==> src/rtl/y86_arb_pkg.sv <==
// y86_arb_pkg: shared types and constants for the y86 memory arbiter.
//   state_t  : arbiter FSM states (IDLE, ACCESS, RESP)
//   owner_t  : requester that owns the current access (CORE, DBG)
//   MAX_WAIT : largest supported number of extra memory cycles per access
//   CNT_W    : width of the wait-state counter
package y86_arb_pkg;

  typedef enum logic [1:0] {
    IDLE   = 2'd0,
    ACCESS = 2'd1,
    RESP   = 2'd2
  } state_t;

  typedef enum logic {
    CORE = 1'b0,
    DBG  = 1'b1
  } owner_t;

  localparam int unsigned MAX_WAIT = 15;
  localparam int unsigned CNT_W    = 4;

endpackage

==> src/rtl/y86_arb_wait_counter.sv <==
// y86_arb_wait_counter: load/decrement counter that times the memory access phase.
//   clk, rst  : clock, synchronous active-high reset
//   load      : load load_val (has priority over dec)
//   load_val  : value loaded at grant time
//   dec       : decrement by one, saturating at zero
//   zero      : count is zero (last access cycle)
module y86_arb_wait_counter
  import y86_arb_pkg::*;
(
  input  logic             clk,
  input  logic             rst,
  input  logic             load,
  input  logic [CNT_W-1:0] load_val,
  input  logic             dec,
  output logic             zero
);

  logic [CNT_W-1:0] count;

  // Counter register
  always_ff @(posedge clk) begin
    if (rst) begin
      count <= '0;
    end else if (load) begin
      count <= load_val;
    end else if (dec && (count != '0)) begin
      count <= count - CNT_W'(1);
    end
  end

  assign zero = (count == '0);

endmodule

==> src/rtl/y86_mem_arbiter.sv <==
// y86_mem_arbiter: shares the single y86 memory port between the core and a debug/loader port.
// One access at a time: IDLE (grant) -> ACCESS (WAIT_STATES+1 cycles) -> RESP (ack) -> IDLE.
//   clk, rst                               : clock, synchronous active-high reset
//   core_A/RE/WE/wdata, core_rdata         : core request and returned read data
//   core_ack                               : one-cycle completion pulse to core
//   core_stall                             : core request pending and not yet acked (combinational)
//   dbg_A/RE/WE/wdata, dbg_rdata, dbg_ack  : debug port request, read data, completion pulse
//   mem_A/RE/WE/wdata, mem_rdata           : memory port; mem_A is all-ones when idle
// Optional feature: define Y86_ARB_ROUND_ROBIN_EN to alternate the winner on simultaneous
// requests (the requester that was not last_owner wins); otherwise the core always wins.
module y86_mem_arbiter
  import y86_arb_pkg::*;
#(
  parameter int unsigned AW          = 32,
  parameter int unsigned DW          = 32,
  parameter int unsigned WAIT_STATES = 2
) (
  input  logic          clk,
  input  logic          rst,
  input  logic [AW-1:0] core_A,
  input  logic          core_RE,
  input  logic          core_WE,
  input  logic [DW-1:0] core_wdata,
  output logic [DW-1:0] core_rdata,
  output logic          core_ack,
  output logic          core_stall,
  input  logic [AW-1:0] dbg_A,
  input  logic          dbg_RE,
  input  logic          dbg_WE,
  input  logic [DW-1:0] dbg_wdata,
  output logic [DW-1:0] dbg_rdata,
  output logic          dbg_ack,
  output logic [AW-1:0] mem_A,
  output logic          mem_RE,
  output logic          mem_WE,
  output logic [DW-1:0] mem_wdata,
  input  logic [DW-1:0] mem_rdata
);

  localparam int unsigned WAIT_EFF = (WAIT_STATES > MAX_WAIT) ? MAX_WAIT : WAIT_STATES;
`ifdef Y86_ARB_ROUND_ROBIN_EN
  localparam logic RR_EN = 1'b1;
`else
  localparam logic RR_EN = 1'b0;
`endif

  state_t        state, nxt_state;
  owner_t        owner, nxt_owner, last_owner;
  logic          wr, nxt_wr;
  logic [AW-1:0] addr, nxt_addr;
  logic [DW-1:0] wdata, nxt_wdata;
  logic          core_req, dbg_req, core_wins;
  logic          cnt_load, cnt_dec, wait_zero, capture;

  assign core_req = core_RE | core_WE;
  assign dbg_req  = dbg_RE | dbg_WE;

  // Core wins unless only debug requests, or alternation hands the tie to debug
  assign core_wins = core_req & (~dbg_req | ~RR_EN | (last_owner == DBG));

  y86_arb_wait_counter u_wait (
    .clk      (clk),
    .rst      (rst),
    .load     (cnt_load),
    .load_val (CNT_W'(WAIT_EFF)),
    .dec      (cnt_dec),
    .zero     (wait_zero)
  );

  // Next-state and grant capture
  always_comb begin
    nxt_state = state;
    nxt_owner = owner;
    nxt_wr    = wr;
    nxt_addr  = addr;
    nxt_wdata = wdata;
    cnt_load  = 1'b0;
    cnt_dec   = 1'b0;
    case (state)
      IDLE: begin
        if (core_req | dbg_req) begin
          nxt_state = ACCESS;
          cnt_load  = 1'b1;
          if (core_wins) begin
            nxt_owner = CORE;
            nxt_wr    = core_WE;
            nxt_addr  = core_A;
            nxt_wdata = core_wdata;
          end else begin
            nxt_owner = DBG;
            nxt_wr    = dbg_WE;
            nxt_addr  = dbg_A;
            nxt_wdata = dbg_wdata;
          end
        end
      end
      ACCESS: begin
        cnt_dec = 1'b1;
        if (wait_zero) begin
          nxt_state = RESP;
        end
      end
      RESP:    nxt_state = IDLE;
      default: nxt_state = IDLE;
    endcase
  end

  // FSM and access registers
  always_ff @(posedge clk) begin
    if (rst) begin
      state      <= IDLE;
      owner      <= CORE;
      wr         <= 1'b0;
      addr       <= '0;
      wdata      <= '0;
      last_owner <= DBG;
    end else begin
      state <= nxt_state;
      owner <= nxt_owner;
      wr    <= nxt_wr;
      addr  <= nxt_addr;
      wdata <= nxt_wdata;
      if (state == RESP) begin
        last_owner <= owner;
      end
    end
  end

  // Memory strobes and acks registered from the next state so they align with the state
  always_ff @(posedge clk) begin
    if (rst) begin
      mem_RE    <= 1'b0;
      mem_WE    <= 1'b0;
      mem_A     <= '1;
      mem_wdata <= '0;
      core_ack  <= 1'b0;
      dbg_ack   <= 1'b0;
    end else begin
      mem_RE    <= (nxt_state == ACCESS) & ~nxt_wr;
      mem_WE    <= (nxt_state == ACCESS) & nxt_wr;
      mem_A     <= (nxt_state == ACCESS) ? nxt_addr : '1;
      mem_wdata <= (nxt_state == ACCESS) ? nxt_wdata : '0;
      core_ack  <= (nxt_state == RESP) & (nxt_owner == CORE);
      dbg_ack   <= (nxt_state == RESP) & (nxt_owner == DBG);
    end
  end

  // Read data is valid in the last access cycle
  assign capture = (state == ACCESS) & wait_zero & ~wr;

  always_ff @(posedge clk) begin
    if (rst) begin
      core_rdata <= '0;
      dbg_rdata  <= '0;
    end else if (capture) begin
      if (owner == CORE) begin
        core_rdata <= mem_rdata;
      end else begin
        dbg_rdata <= mem_rdata;
      end
    end
  end

  assign core_stall = core_req & ~core_ack;

endmodule

==> config.mk <==
export PLATFORM = sky130hd
export DESIGN_NAME = y86_mem_arbiter
export DESIGN_NICKNAME = d
export VERILOG_FILES = /design/src/rtl/y86_arb_pkg.sv /design/src/rtl/y86_arb_wait_counter.sv /design/src/rtl/y86_mem_arbiter.sv
export SDC_FILE = /design/constraint.sdc
export NUM_CORES = 1
export LEC_CHECK = 0
export ABC_CLOCK_PERIOD_IN_PS = 2800
export CAP_MARGIN = 25
export CORE_ASPECT_RATIO = 1.5
export CORE_UTILIZATION = 25
export CTS_CLUSTER_SIZE = 30
export DETAILED_ROUTE_END_ITERATION = 10
export MAX_ROUTING_LAYER = met4
export SYNTH_ARGS = -nofsm -noshare
export SYNTH_HDL_FRONTEND = slang
export SYNTH_HIERARCHICAL = 1
export SYNTH_SLANG_ARGS = --single-unit
==> constraint.sdc <==
create_clock -name clk -period 2.8 [get_ports clk]
set_input_delay 0.42 -clock clk [delete_from_list [all_inputs] [get_ports clk]]
set_output_delay 0.42 -clock clk [all_outputs]
set_load 0.1 [all_outputs]
==> reports/metrics.cfg, run 1 <==
[status]
outcome=finished, final reports clean

[grt]
grt_max_degree=110
antenna_found_initial=0
grt_pass1_wl_um=36900
grt_pass1_vias=6883
grt_overflow=0
track_usage_pct=14.2

[clock_tree]
cts_htree_levels=1
ctsHoldBuffers=0
cts_setup_buffers=0
clock_path_buffers=3
clkLatencyLatePin_ns=0.52
post_cts_resized=0
path_clk_slew_ns=0.06
cts-buffers-inserted=24
cts-root-buf=clkbuf_16
cts_tree=done
cts.sinks=204

[worst_setup_path]
cp_max_fo=32
rrSetupSlack_ns=0.36
timing.rr.start=u_wait/count[1]
start_kind=flip-flop
reg2regPathDepth=8
worstPathRequired_ns=3.20
endpoint_kind=flip-flop
crit_type=reg2reg
worstPathArrival_ns=2.83
regToRegEndpoint=dbg_rdata[23]

[placement]
portBuffers=298
routabilityCongestion=0.749
dpl.hpwl_um=16900
dpl_cell_area_sq_um=11400
place_ws_ns=0.297

[hold_path]
whs_path_depth=2
hold_path.startpoint=rst
hold_path.class=in2reg
whs_endpoint=state[1]

[yosys]
synth_ff_type=dfxtp_1
syn_inst=818
avgSynthCellArea_sq_um=10.2
synthDistinctLibCells=43
syn_area_sq_um=8330
async_flop_share_pct=0
synth-seq-cells=204
yosysSeqAreaShare_pct=49.0
synth_edf_count=0
ys.warnings.count=6

[power]
ir_drop_v=0.000421
p_leak_uw=0.00485
power_uw=9610
p_per_area_nw_per_um2=787

[job]
maxCapViolCount=0

[floorplanning]
die_h_um=226
io_pins=299
fp.dieArea_sq_um=34100
core_area_sq_um=32700
fp.dieW_um=151
initial_core_util_pct=25.4
num_rows=81

[finish]
drive_above_1_share_pct=20.2
nets=1253
nFillCells=3263
fin_area_sq_um=12200
diodes=0
area.growth.synth_to_final_pct=46.5

[timing]
layout_setup_ws_ns=0.364
setup_violations=0
rsz0062_at_grt=false
finClkSkew_ns=0.00576
tns_ns=0
timing.fmax_ghz=0.411
tightest_slew_ns=0.785
fin_crit_ns=2.44
hold_viol_final=0
max_slew_margin_pct=47.6
fin_crit_sh_pct=87.0
report.final.slew_viol_count=0

[routing]
drt-total-wl_um=24400
drc=0
drtPass1Iterations=5
wl_per_cell_um=16.1
dr_total_vias=6909
ant_nets=0
drtIter0Drc=133
viasPerCell=4.55

[kinds of logic after synthesis]
| family | share of synthesized area, % |
|---|---|
| buf+inv | 5.51 |
| mux | 15.4 |
| flops | 49.0 |
| simple gates | 12.5 |
| fa+ha+maj | 0.150 |
| other cells | 0.0902 |
| compound gates | 17.3 |
[placed cells by master, fill, tap and decap left out, types with 7 or more instances in the layout]
cell type and instances:
a21oi_1 98, buf_4 141, o22ai_1 8, nor2_1 8
o32ai_1 25, nand2b_1 104, mux2i_1 128, a211oi_1 38
clkbuf_16 25, o21bai_1 7, clkdlybuf4s50_1 164, nor3_1 33
inv_1 29, a211oi_2 20, buf_12 8, dfxtp_1 204
[per-stage QoR]
stage                     instances  hold WS (ns)  utilization [%]
after floorplan                 820         0.454                -
after global placement         1475         0.461             34.9
after detailed placement       1475         0.466             34.9
after CTS                      1519         0.190             37.3
after global routing           1519         0.219             37.3
final                          1519         0.217             37.3
[how the worst max path moves through the flow]
stage / startpoint / to / slack (ns)
after detailed placement: core_RE / addr[31] / 0.30
after CTS: u_wait/count[1] / dbg_rdata[13] / 0.36
after global routing: u_wait/count[1] / dbg_rdata[13] / 0.26
after global placement: core_RE / u_wait/count[1] / 0.34
final: u_wait/count[1] / dbg_rdata[23] / 0.36
after floorplan: core_RE / core_stall / 0.28
[routing by layer]
metal | part of all wire [%] | routed length [um] | vias to the layer above | global-route usage [%]
li1 | - | - | 3442 | -
met1 | 41 | 9970 | 3195 | 15.9
met2 | 50 | 12100 | 230 | 24.6
met3 | 6.2 | 1510 | 42 | 2.49
met4 | 3.2 | 771 | 0 | 6.00
met5 | 0 | 0 | - | -
[cell usage after synthesis, drive strengths merged (2+ instances only)]
| master | count | share of area (%) |
|---|---|---|
| o21ai | 2 | 0.12 |
| nand2b | 104 | 7.8 |
| o32ai | 25 | 2.6 |
| nor4b | 2 | 0.29 |
| nand2 | 6 | 0.30 |
| or2 | 3 | 0.23 |
| nor3 | 35 | 2.2 |
| mux2i | 128 | 15 |
| buf | 38 | 2.5 |
| conb | 2 | 0.090 |
| dfxtp | 204 | 49 |
| nor2b | 2 | 0.15 |
| a311oi | 3 | 0.32 |
| a21oi | 98 | 5.9 |
| a211oi | 58 | 6.4 |
| nor2 | 10 | 0.45 |
| o22ai | 8 | 0.60 |
| o21bai | 7 | 0.63 |
| or3b | 3 | 0.35 |
| clkbuf | 36 | 1.6 |
| inv | 30 | 1.4 |
[flip-flops by register name, summed over array words and instances (netlist names)]
register	flops
mem_WE	1
mem_RE	1
wr	1
addr	32
dbg_ack	1
mem_A	32
core_rdata	32
wdata	32
dbg_rdata	32
owner	1
state	2
u_wait/count	4
core_ack	1
mem_wdata	32
[power breakdown]
part	switching (uW)	internal [uW]	total [uW]
Sequential	151	3260	3410
Combinational	2200	871	3070
Clock	1230	1900	3130
[critical path: stages, from the launching register on]
cell	delay (ns)
dfxtp_1	0.32
inv_1	0.13
ha_1	0.23
or3b_4	0.44
inv_1	0.11
nand3b_1	0.15
or3b_2	0.53
buf_12	0.21
mux2i_1	0.15
[final cells by class]
| class | count | area, sq um | share of cell area (%) |
|---|---|---|---|
| Clock buffer | 34 | 689 | 5.65 |
| Timing Repair Buffer | 314 | 2870 | 23.5 |
| Clock inverter | 10 | 105 | 0.861 |
| Multi-Input combinational cell | 512 | 3820 | 31.3 |
| Tap cell | 415 | 519 | 4.25 |
| Sequential cell | 204 | 4080 | 33.5 |
| Inverter | 30 | 113 | 0.923 |
(Power assumes the default switching activity.)
==> inputs of run 2 (changes only) <==
CORE_MARGIN = 5   (was not set)
REMOVE_ABC_BUFFERS = 1   (was not set)
==> run 2 against run 1 <==
Net effect:
- combinational power about the same
- worst setup slack improved by 0.021 ns
- critical path depth unchanged
==> reports/metrics.cfg, run 2 (synthesis gave the netlist of run 1 again) <==
[timing]
fin_crit_sh_pct=86.2
fin_crit_ns=2.41
finClkSkew_ns=0.0160
setup_violations=0
rsz0062_at_grt=false
timing.fmax_ghz=0.414
tightest_slew_ns=0.663
hold_viol_final=0
report.final.slew_viol_count=0
max_slew_margin_pct=55.8

[routing]
dr_total_vias=6951
drtIter0Drc=272
drtPass1Iterations=4
viasPerCell=4.57
drt-total-wl_um=25200
wl_per_cell_um=16.6
ant_nets=0
drc=0

[worst_setup_path]
start_kind=flip-flop
cp_max_fo=32
worstPathRequired_ns=3.19
endpoint_kind=flip-flop
timing.rr.start=u_wait/count[1]
worstPathArrival_ns=2.81
reg2regPathDepth=8
regToRegEndpoint=dbg_rdata[11]
rrSetupSlack_ns=0.39
crit_type=reg2reg

[finish]
utilization_pct=36.8
area.growth.synth_to_final_pct=46.3
multi_input_area_sq_um=3820
seqCellArea_sq_um=4080
nets=1251
nFillCells=3370
most-common-layout-cells=dfxtp_1, clkdlybuf4s50_1, buf_4
final_common_cell=dfxtp_1
fin_area_sq_um=12200
final_cells=1520
diodes=0
drive_above_1_share_pct=20.1

[hold_path]
hold_path.startpoint=rst
whs_path_depth=2
whs_endpoint=state[1]
hold_path.class=in2reg

[power]
ir_drop_v=0.000390
p_per_area_nw_per_um2=784
p_leak_uw=0.00485

[clock_tree]
cts_setup_buffers=0
cts.sinks=204
post_cts_resized=0
cts_tree=done
cts-buffers-inserted=22
path_clk_slew_ns=0.06
clkLatencyLatePin_ns=0.52
cts-root-buf=clkbuf_16
cts_htree_levels=1
ctsHoldBuffers=0
clock_path_buffers=3

[grt]
gr-max-usage-layer=met2
antenna_found_initial=0
grt_max_degree=129
use_met3_pct=2.70
grt_pass1_vias=6817
grt_overflow=0
use_met1_pct=14.6
track_usage_pct=12.9
grt_use_met2_pct=23.0
grt_pass1_wl_um=38200

[placement]
portBuffers=298
dpl.hpwl_um=17800
dpl_cell_area_sq_um=11400
dp.cells=1480
routabilityCongestion=0.731

[floorplanning]
initial_core_util_pct=25.1
io_pins=299
fp.dieArea_sq_um=37100
num_rows=82
core_area_sq_um=33100
fp.dieW_um=159
die_h_um=234

[status]
outcome=finished, final reports clean

[job]
maxCapViolCount=0

-- run 2: cell count changes in the layout (fill, tap and decap cells not counted), sizes merged --
cell and change:
clkbuf +1, inv +1, clkinv -4, clkinvlp -2
-- run 2: worst max-delay path, stage by stage, from the launching register on --
cell	delay (ns)
dfxtp_1	0.32
inv_1	0.12
ha_1	0.22
or3b_4	0.44
inv_1	0.11
nand3b_1	0.16
or3b_2	0.54
buf_12	0.20
mux2i_1	0.15
-- run 2: where the power goes --
part / leakage [uW] / internal [uW] / switching [uW]
sequential: 0.00168 / 3250 / 151
clock: 0.000382 / 1880 / 1210
combinational: 0.00278 / 872 / 2190
total: 0.00485 / 6000 / 3560
-- run 2: metrics by stage --
| stage | setup TNS [ns] | total power, uW | setup slack [ns] | hold WS (ns) |
|---|---|---|---|---|
| floorplan | -315.48 | 5610 | -3.91 | 0.454 |
| global placement | 0 | 6540 | 0.402 | 0.460 |
| detailed placement | 0 | 6570 | 0.326 | 0.461 |
| CTS | 0 | 9710 | 0.380 | 0.283 |
| global route | 0 | 9990 | 0.301 | 0.318 |
| finish | 0 | 9560 | 0.385 | 0.300 |
-- run 2: how the worst max path moves through the flow --
stage	cells past startpoint	slack (ns)	end	start
final	8	0.39	dbg_rdata[11]	u_wait/count[1]
after global placement	7	0.40	u_wait/count[1]	core_RE
after detailed placement	7	0.33	u_wait/count[2]	core_RE
after CTS	8	0.38	dbg_rdata[11]	u_wait/count[1]
after floorplan	2	-3.91	core_stall	core_WE
after global routing	8	0.30	dbg_rdata[23]	u_wait/count[1]
-- run 2: metal layers --
layer	part of all wire, %	routed length, um
met5	0	0
met4	2.6	648
met3	5.8	1460
met2	51	12900
met1	40	10200
-- run 2: cell type report --
| class | count | area share, % |
|---|---|---|
| Clock buffer | 35 | 5.67 |
| Clock inverter | 5 | 0.667 |
| Inverter | 30 | 0.924 |
| Multi-Input combinational cell | 512 | 31.4 |
| Sequential cell | 204 | 33.5 |
| Tap cell | 420 | 4.31 |
| Timing Repair Buffer | 314 | 23.6 |
==> inputs of run 3 (changes only) <==
CORE_MARGIN = not set   (was 5)
CTS_CLUSTER_SIZE = not set   (was 30)
==> run 3 against run 2 <==
Net effect:
- sequential share of layout area rose by 0.18 points
- worst setup slack got worse by 0.0059 ns
- critical path depth did not move
- clock skew fell by 0.0086 ns
- register-to-register slack barely moved
- highest routed layer unchanged
- clock power fell by 6%
==> reports/metrics.cfg, run 3 (synthesis gave the netlist of run 1 again) <==
[status]
outcome=finished, final reports clean

[clock_tree]
cts_tree=done
ctsHoldBuffers=0
cts_setup_buffers=0
path_clk_slew_ns=0.06
post_cts_resized=0
cts-root-buf=clkbuf_16
clkLatencyLatePin_ns=0.51
cts-buffers-inserted=22
cts_htree_levels=1
cts.sinks=204
clock_path_buffers=3

[routing]
drt-total-wl_um=24200
drtPass1Iterations=4
viasPerCell=4.59
ant_nets=0
drc=0
drtIter0Drc=234
wl_per_cell_um=16.0
dr_total_vias=6946

[floorplanning]
core_area_sq_um=32700
initial_core_util_pct=25.4
num_rows=81
die_h_um=226
io_pins=299
fp.dieArea_sq_um=34100
fp.dieW_um=151

[power]
p_per_area_nw_per_um2=774
p_sw_uw=3500
p_int_uw=5890
p_sw_share_pct=37.2
p_seq_share_pct=36.3
p_leak_uw=0.00481
pwr-share-comb_pct=32.5
ir_drop_v=0.000329
clkPwrFrac_pct=31.1

[timing]
tns_ns=0
max_slew_margin_pct=42.9
hold_viol_final=0
fin_hold_ws_ns=0.291
fin_crit_sh_pct=86.5
rsz0062_at_grt=false
tightest_slew_ns=0.856
setup_violations=0
fin_crit_ns=2.42
finClkSkew_ns=0.00738
layout_setup_ws_ns=0.379
timing.fmax_ghz=0.413
report.final.slew_viol_count=0

[worst_setup_path]
endpoint_kind=flip-flop
critPathMaxStageDelay_ns=0.54
crit_chain=inv_1 -> ha_1 -> or3b_4 -> inv_1 -> nand3b_1 -> or3b_2 -> buf_12 -> mux2i_1
crit_type=reg2reg
path_common_cell=inv_1
start_kind=flip-flop
cp_slowest_cell=or3b_2
worstPathArrival_ns=2.81
worstPathRequired_ns=3.19
cp_max_fo=32

[grt]
antenna_found_initial=0
grt_pass1_vias=6908
grt_max_degree=132
grt_pass1_wl_um=36600
track_usage_pct=14.1
grt_overflow=0

[finish]
diodes=0
utilization_pct=37.0
seqCellArea_sq_um=4080
nets=1250
drive_above_1_share_pct=19.7
most-common-layout-cells=dfxtp_1, clkdlybuf4s50_1, buf_4
nFillCells=3307
final_cells=1512
multi_input_area_sq_um=3820
area.growth.synth_to_final_pct=45.6
final_common_cell=dfxtp_1

[job]
maxCapViolCount=0

[placement]
portBuffers=298
routabilityCongestion=0.732
place_ws_ns=0.318
dp.cells=1474
dpl.hpwl_um=16700

[hold_path]
hold_path.class=in2reg

==> run 3: cell types whose count changed in the layout (fill, tap and decap cells not counted) <==
cell	delta
clkbuf_8	-4
clkbuf_1	+2
buf_4	-1
inv_6	+1
inv_8	-1
==> run 3: path summary, 6_finish.rpt <==
kind	from	endpoint	slack [ns]	cells past startpoint
max	u_wait/count[1]	dbg_rdata[27]	0.38	8
min	rst	state[1]	0.29	2
max reg2reg	u_wait/count[1]	dbg_rdata[27]	0.38	8
min reg2reg	core_rdata[30]	core_rdata[30]	0.47	2
==> run 3: per-stage QoR <==
stage          cell area (sq um)  total power (uW)
2_1_floorplan               7990              5610
3_3_place_gp               11400              6530
3_5_place_dp               11400              6560
4_1_cts                    12100              9530
5_1_grt                    12100              9800
6_report                   12100              9390
==> run 3: power by group through the flow <==
| stage | combinational [uW] | clock, uW | sequential [uW] |
|---|---|---|---|
| global route | 3210 | 3150 | 3450 |
| floorplan | 824 | 0 | 4790 |
| CTS | 3090 | 3030 | 3420 |
| finish | 3050 | 2920 | 3410 |
| detailed placement | 3080 | 0 | 3470 |
| global placement | 3060 | 0 | 3460 |
==> run 3: metal layers <==
metal | routed length, um | global-route usage [%] | vias up | share of wire (%)
li1 | - | - | 3437 | -
met1 | 9240 | 14.2 | 3219 | 38
met2 | 12400 | 25.9 | 245 | 51
met3 | 1730 | 2.94 | 45 | 7.2
met4 | 801 | 5.84 | 0 | 3.3
met5 | 0 | - | - | 0
==> run 3: critical path, delay by kind of cell (launching register included) <==
| kind | cells | cell delay (ns) |
|---|---|---|
| buf+inv | 3 | 0.41 |
| mux | 1 | 0.16 |
| fa+ha+maj | 1 | 0.22 |
| simple gates | 3 | 1.14 |
| flops | 1 | 0.32 |
==> run 3: area by class of cell <==
| cell class | count | share of cell area [%] |
|---|---|---|
| Clock buffer | 33 | 5.30 |
| Clock inverter | 5 | 0.650 |
| Inverter | 30 | 0.929 |
| Multi-Input combinational cell | 512 | 31.5 |
| Sequential cell | 204 | 33.7 |
| Tap cell | 415 | 4.28 |
| Timing Repair Buffer | 313 | 23.6 |
